### src/rtl/cycle_ctrl_pkg.sv
// Shared encodings for the instruction cycle controller: FSM states,
// opcode values, phase-output bit positions and the execute-length record.
package cycle_ctrl_pkg;

  localparam logic [2:0] ST_FETCH     = 3'd0;
  localparam logic [2:0] ST_DECODE    = 3'd1;
  localparam logic [2:0] ST_EXECUTE   = 3'd2;
  localparam logic [2:0] ST_INCREMENT = 3'd3;
  localparam logic [2:0] ST_HALTED    = 3'd4;

  localparam logic [3:0] OP_NOP = 4'h0;
  localparam logic [3:0] OP_LDA = 4'h1;
  localparam logic [3:0] OP_ADD = 4'h2;
  localparam logic [3:0] OP_SUB = 4'h3;
  localparam logic [3:0] OP_STA = 4'h4;
  localparam logic [3:0] OP_LDI = 4'h5;
  localparam logic [3:0] OP_JMP = 4'h6;
  localparam logic [3:0] OP_HLT = 4'hF;

  // Bit positions inside the 4-bit one-hot phase vector.
  localparam int unsigned PH_FETCH     = 3;
  localparam int unsigned PH_DECODE    = 2;
  localparam int unsigned PH_EXECUTE   = 1;
  localparam int unsigned PH_INCREMENT = 0;

  typedef struct packed {
    logic [1:0] length;
    logic       is_halt;
    logic       is_jump;
  } exec_info_t;

endpackage

### src/rtl/cycle_controller_if.sv
// Opcode/acknowledge inputs and all controller outputs, bundled as one bus.
interface cycle_controller_if #(
  parameter int unsigned OPCODE_WIDTH = 4
);
  logic [OPCODE_WIDTH-1:0] input_opcode;
  logic                    input_mem_ack;
  logic                    output_fetch;
  logic                    output_decode;
  logic                    output_execute;
  logic                    output_increment;
  logic                    output_mem_req;
  logic                    output_ir_load;
  logic [1:0]              output_exec_step;
  logic                    output_pc_increment;
  logic                    output_pc_load;
  logic                    output_halted;

  modport master (
    output input_opcode, input_mem_ack,
    input  output_fetch, output_decode, output_execute, output_increment,
    input  output_mem_req, output_ir_load, output_exec_step,
    input  output_pc_increment, output_pc_load, output_halted
  );

  modport slave (
    input  input_opcode, input_mem_ack,
    output output_fetch, output_decode, output_execute, output_increment,
    output output_mem_req, output_ir_load, output_exec_step,
    output output_pc_increment, output_pc_load, output_halted
  );
endinterface

### src/rtl/exec_length_rom.sv
// Combinational opcode lookup: execute length plus halt/jump flags.
module exec_length_rom
  import cycle_ctrl_pkg::*;
#(
  parameter int unsigned OPCODE_WIDTH = 4
) (
  input  logic [OPCODE_WIDTH-1:0] opcode,
  output exec_info_t              info
);

  // Table lookup; every undefined opcode executes in a single step.
  always_comb begin
    info = '{length: 2'd1, is_halt: 1'b0, is_jump: 1'b0};
    case (opcode)
      OPCODE_WIDTH'(OP_LDA),
      OPCODE_WIDTH'(OP_ADD),
      OPCODE_WIDTH'(OP_SUB): info.length = 2'd3;
      OPCODE_WIDTH'(OP_STA): info.length = 2'd2;
      OPCODE_WIDTH'(OP_JMP): info.is_jump = 1'b1;
      OPCODE_WIDTH'(OP_HLT): info.is_halt = 1'b1;
      default:               info.length = 2'd1;
    endcase
  end

endmodule

### src/rtl/cycle_controller.sv
// Fetch/decode/execute/increment sequencer with clock enable and halt.
// All outputs are decoded from registered state only.
module cycle_controller
  import cycle_ctrl_pkg::*;
#(
  parameter int unsigned OPCODE_WIDTH = 4
) (
  input  logic               clock,
  input  logic               input_clear_n,
  input  logic               input_clock_enable,
  cycle_controller_if.slave  bus
);

  logic [2:0]              state;
  logic [1:0]              step;
  logic [OPCODE_WIDTH-1:0] opcode_q;
  exec_info_t              info;
  logic [3:0]              phase;
  logic                    last_step;

  exec_length_rom #(.OPCODE_WIDTH(OPCODE_WIDTH)) u_rom (
    .opcode (opcode_q),
    .info   (info)
  );

  // The step==2 term caps the counter even if the table ever yields length 0.
  assign last_step = (step == info.length - 2'd1) || (step == 2'd2);

  // State, micro-step and latched opcode; everything holds while enable is low.
  always_ff @(posedge clock or negedge input_clear_n) begin
    if (!input_clear_n) begin
      state    <= ST_FETCH;
      step     <= '0;
      opcode_q <= '0;
    end else if (input_clock_enable) begin
      case (state)
        ST_FETCH: begin
          if (bus.input_mem_ack) begin
            opcode_q <= bus.input_opcode;
            state    <= ST_DECODE;
          end
        end
        ST_DECODE: begin
          step  <= '0;
          state <= info.is_halt ? ST_HALTED : ST_EXECUTE;
        end
        ST_EXECUTE: begin
          if (last_step) begin
            step  <= '0;
            state <= ST_INCREMENT;
          end else begin
            step <= step + 2'd1;
          end
        end
        ST_INCREMENT: state <= ST_FETCH;
        ST_HALTED:    state <= ST_HALTED;
        default:      state <= ST_FETCH;
      endcase
    end
  end

  // One-hot phase vector decoded from state; HALTED leaves it all zero.
  always_comb begin
    phase               = '0;
    phase[PH_FETCH]     = (state == ST_FETCH);
    phase[PH_DECODE]    = (state == ST_DECODE);
    phase[PH_EXECUTE]   = (state == ST_EXECUTE);
    phase[PH_INCREMENT] = (state == ST_INCREMENT);
  end

  // ir_load tracks DECODE, which is exactly the cycle after the fetch edge.
  assign bus.output_fetch        = phase[PH_FETCH];
  assign bus.output_decode       = phase[PH_DECODE];
  assign bus.output_execute      = phase[PH_EXECUTE];
  assign bus.output_increment    = phase[PH_INCREMENT];
  assign bus.output_mem_req      = phase[PH_FETCH];
  assign bus.output_ir_load      = phase[PH_DECODE];
  assign bus.output_exec_step    = phase[PH_EXECUTE] ? step : 2'd0;
  assign bus.output_pc_load      = phase[PH_EXECUTE] && (step == 2'd0) && info.is_jump;
  assign bus.output_pc_increment = phase[PH_INCREMENT] && !info.is_jump;
  assign bus.output_halted       = (state == ST_HALTED);

endmodule

### src/flat_wrapper.sv
// flat-port wrapper written by rule: the top's interface ports become plain ports
module cycle_controller_flat import cycle_ctrl_pkg::*;
#(
  parameter int unsigned OPCODE_WIDTH = 4
)
  (clock, input_clear_n, input_clock_enable, bus_input_opcode, bus_input_mem_ack, bus_output_fetch, bus_output_decode, bus_output_execute, bus_output_increment, bus_output_mem_req, bus_output_ir_load, bus_output_exec_step, bus_output_pc_increment, bus_output_pc_load, bus_output_halted);
  cycle_controller_if #(.OPCODE_WIDTH(OPCODE_WIDTH)) bus_i ();
  input  logic clock;
  input  logic input_clear_n;
  input  logic input_clock_enable;
  input wire logic [$bits(bus_i.input_opcode)-1:0] bus_input_opcode;
  input wire logic [$bits(bus_i.input_mem_ack)-1:0] bus_input_mem_ack;
  output wire logic [$bits(bus_i.output_fetch)-1:0] bus_output_fetch;
  output wire logic [$bits(bus_i.output_decode)-1:0] bus_output_decode;
  output wire logic [$bits(bus_i.output_execute)-1:0] bus_output_execute;
  output wire logic [$bits(bus_i.output_increment)-1:0] bus_output_increment;
  output wire logic [$bits(bus_i.output_mem_req)-1:0] bus_output_mem_req;
  output wire logic [$bits(bus_i.output_ir_load)-1:0] bus_output_ir_load;
  output wire logic [$bits(bus_i.output_exec_step)-1:0] bus_output_exec_step;
  output wire logic [$bits(bus_i.output_pc_increment)-1:0] bus_output_pc_increment;
  output wire logic [$bits(bus_i.output_pc_load)-1:0] bus_output_pc_load;
  output wire logic [$bits(bus_i.output_halted)-1:0] bus_output_halted;
  assign bus_i.input_opcode = bus_input_opcode;
  assign bus_i.input_mem_ack = bus_input_mem_ack;
  assign bus_output_fetch = bus_i.output_fetch;
  assign bus_output_decode = bus_i.output_decode;
  assign bus_output_execute = bus_i.output_execute;
  assign bus_output_increment = bus_i.output_increment;
  assign bus_output_mem_req = bus_i.output_mem_req;
  assign bus_output_ir_load = bus_i.output_ir_load;
  assign bus_output_exec_step = bus_i.output_exec_step;
  assign bus_output_pc_increment = bus_i.output_pc_increment;
  assign bus_output_pc_load = bus_i.output_pc_load;
  assign bus_output_halted = bus_i.output_halted;
  cycle_controller #(.OPCODE_WIDTH(OPCODE_WIDTH)) u_core (.clock(clock), .input_clear_n(input_clear_n), .input_clock_enable(input_clock_enable), .bus(bus_i));
endmodule
### config.mk
export PLATFORM = sky130hd
export DESIGN_NAME = cycle_controller_flat
export DESIGN_NICKNAME = d
export VERILOG_FILES = /design/src/rtl/cycle_ctrl_pkg.sv /design/src/rtl/cycle_controller_if.sv /design/src/rtl/exec_length_rom.sv /design/src/rtl/cycle_controller.sv /design/src/flat_wrapper.sv
export SDC_FILE = /design/constraint.sdc
export NUM_CORES = 1
export LEC_CHECK = 0
export CAP_MARGIN = 0
export CORE_UTILIZATION = 45
export CTS_CLUSTER_DIAMETER = 100
export CTS_CLUSTER_SIZE = 20
export DETAILED_ROUTE_END_ITERATION = 7
export HOLD_SLACK_MARGIN = 0.06
export MAX_ROUTING_LAYER = met4
export PLACE_DENSITY_LB_ADDON = 0.08
export SYNTH_ARGS = -nofsm -noshare
export SYNTH_HDL_FRONTEND = slang
export SYNTH_SLANG_ARGS = --single-unit
export TNS_END_PERCENT = 10
### constraint.sdc
create_clock -name clock -period 5.25 [get_ports clock]
set_clock_uncertainty 0.15 [all_clocks]
set_input_delay 0.7875 -clock clock [delete_from_list [all_inputs] [get_ports clock]]
set_output_delay 0.7875 -clock clock [all_outputs]
set_load 0.02 [all_outputs]
==> impl_metrics.tcl <==
set metrics [dict create \
    outcome "finished, final reports clean" \
    wl_met2_um 533 \
    synth-compound-area-share_pct 14.86 \
    syn_area_um2 589.3 \
    critPathMaxFanout 10 \
    grt_pass1_wl_mm 1.863 \
    n_antenna_cell 0 \
    setup_violations 0 \
    synth_edf_count 0 \
    synth.net_count 73 \
    num_rows 12 \
    clk_pin_slew_ps 60 \
    fin_tns_setup_ps 0 \
    vias 519 \
    clk_latency_ps 250 \
    drt_wl_total_mm 1.063 \
    synth_mux_area_share_pct 7.643 \
    top_layer "met4" \
    path_cells "nor3b_1 > and3_1 > clkdlybuf4s50_1" \
    postCtsResizedCells 0 \
    cp_num_buf_inv 1 \
    post_drt_wl_per_cell_um 11.31 \
    synthXorXnorAreaFrac_pct 0 \
    dr.pass1.iters 4 \
    hpwl_um 886.2 \
    yosys.area.top_type_share_pct 38.22 \
    io_buffers 18 \
    netlist_top_cells_count "9 x dfrtp_1, 6 x nand2_1" \
    grt_pass1_vias 459 \
    dieArea_mm2 0.001458 \
    io_pins 19 \
    slowest_stage "clkdlybuf4s50_1" \
    final_hold_viol_count 0 \
    fmax_ghz 0.3468 \
    met1_length_um 484 \
    cellPowerDensity_mw_per_mm2 476.8 \
    worstSetupEndpointType "output port" \
    timing.final.crit_share_pct 54.92 \
    cp_top_family "simple AND/OR/NAND/NOR gates" \
    ys.flop_type "dfrtp_1" \
    areaGrowthSynthToFinish_pct 32.06 \
    hold_buffers 0 \
    worst_slew_margin_rel_pct 63.66 \
    drive_gt1_share_pct 13.75 \
    cts_setup_buffers 0 \
    yosysMostFrequentCell "dfrtp_1" \
    slew_viol_final 0 \
    async_flop_share_pct 100.0 \
    cap_viol_max_count 0 \
    synth_top_family_by_area "simple AND/OR/NAND/NOR gates" \
    finalWeightedCongestion 0.7803 \
    arrival_ps 1950 \
    tightest_slew_ps 536.6 \
    gr-usage-all-layers_pct 19.34 \
    cp-start-kind "flip-flop" \
    cts_made_buffers 3 \
    slowest_delay_ps 590 \
    required_ps 4310 \
    ant_nets 0 \
    period_needed_ps 2883 \
    ys_ff_latch 9 \
    yosysTopAreaCell "dfrtp_1" \
    p_leak_nw 0.3120 \
    synth_area_leaders "dfrtp_1 38%, mux2_2 7.6%, ha_1 4.2%, nand2_1 3.8%, nor3b_1 3.8%" \
    yosysSeqAreaShare_pct 38.22 \
    fp.dieH_um 38.19 \
    vias_per_cell 5.521 \
    cts-root-buf "clkbuf_4" \
    synth-simple-area-share_pct 26.54 \
    syn_area_per_cell_um2 9.354 \
    holdWs_ps 436.7 \
    synth_fa_ha_area_share_pct 4.246 \
    yosysWarnings 0 \
    worst-setup-path-type "reg -> out" \
    drt_iter0_drc 7 \
    drc_errors 0 \
    cts_tree "done" \
    ir_drop_mv 0.2529 \
    core_area_mm2 0.001156 \
    synth_cell_types 29 \
    min_path_type "reg -> reg" \
    initial_core_util_pct 50.97 \
    antenna_found_initial 0 \
    overflow 0 \
    grt_max_degree 11 \
    rsz0062_at_grt "false" \
    fin_nets 91 \
    met3_length_um 34 \
    h-tree-depth 1 \
    synth_cells 63 \
    clkSinkCount 9 \
    die_w_um 38.19 \
    clk_path_buf_depth 2 \
]
[final cells by class]
cell class / count / area, µm²
clock buffer: 4 / 26.28
timing repair buffer: 18 / 180.2
inverter: 4 / 15.01
fill: 111 / 377.9
tap: 14 / 17.52
sequential: 9 / 225.2
multi-input combinational: 45 / 314.1
[cells in the final DEF (no fill, tap or decap)]
| cell type | Yosys | layout |
|---|---|---|
| clkdlybuf4s50_1 | 0 | 18 |
| dfrtp_1 | 9 | 9 |
| nand2_1 | 6 | 6 |
| inv_1 | 4 | 4 |
| nor3_1 | 4 | 4 |
| mux2_2 | 4 | 4 |
| o21ai_0 | 4 | 4 |
| nor3b_1 | 3 | 3 |
| nor2_1 | 3 | 3 |
| clkbuf_4 | 0 | 3 |
| and2_1 | 2 | 2 |
| and3_1 | 2 | 2 |
| nand2b_1 | 2 | 2 |
| ha_1 | 2 | 2 |
| and3b_2 | 1 | 1 |
| nor2b_1 | 1 | 1 |
| o21ba_2 | 1 | 1 |
| nor4b_1 | 1 | 1 |
| o211ai_1 | 1 | 1 |
| or4b_1 | 1 | 1 |
| a31oi_1 | 1 | 1 |
| o311ai_1 | 1 | 1 |
| o41ai_1 | 1 | 1 |
| a22o_2 | 1 | 1 |
| a211o_1 | 1 | 1 |
| and3_2 | 1 | 1 |
| o31ai_1 | 1 | 1 |
| clkbuf_1 | 1 | 1 |
[final timing paths]
kind / startpoint / endpoint / slack [ps] / depth (start not counted)
hold / removal: u_core.step[1]$_DFFE_PN0P_ / u_core.step[1]$_DFFE_PN0P_ / 440 / 2
setup / recovery: u_core.state[0]$_DFFE_PN0P_ / bus_output_pc_load / 2370 / 3
min in group asynchronous: input_clear_n / u_core.opcode_q[2]$_DFFE_PN0P_ / 680 / 1
hold reg to reg: u_core.step[1]$_DFFE_PN0P_ / u_core.step[1]$_DFFE_PN0P_ / 440 / 2
setup reg to reg: u_core.step[0]$_DFFE_PN0P_ / u_core.step[1]$_DFFE_PN0P_ / 3160 / 6
max in group asynchronous: input_clear_n / u_core.state[0]$_DFFE_PN0P_ / 4000 / 1
[power breakdown]
group	leakage [nW]	internal, mW	switching, mW	total (mW)
logic	0.184	0.0963	0.0832	0.180
clock network	0.0150	0.0291	0.0211	0.0502
registers	0.113	0.0966	0.0447	0.141
[worst register-to-register path: stages (launching register included)]
cell and delay, ps:
dfrtp_1 410, inv_1 100, ha_1 190, or4b_1 510
a31oi_1 160, o311ai_1 190, o31ai_1 280
[layer usage]
metal / vias up / track usage (%)
li1: 266 / -
met1: 238 / 21.80
met2: 13 / 32.20
met3: 2 / 3.488
met4: 0 / 10.71
met5: - / -
[cells by family after synthesis]
family          Yosys count
buf+inv                   9
simple gates             27
mux                       4
fa+ha+maj                 2
flops                     9
compound gates           12
[registers in the layout, summed over array words and instances, names as in the netlist]
name             cells
u_core.opcode_q      4
u_core.state         3
u_core.step          2
[stage by stage]
step	setup WS (ps)	util, %	area (µm²)	std cells	power (mW)
global placement	2635	65.04	752.0	90	0.3168
detailed placement	2616	65.04	752.0	90	0.3227
CTS	2343	67.32	778.2	94	0.3743
floorplan	2764	-	589.3	63	0.2693
finish	2367	67.32	778.2	94	0.3711
global route	2227	67.32	778.2	94	0.4010
Note: power is estimated with default switching activity, not from simulation.
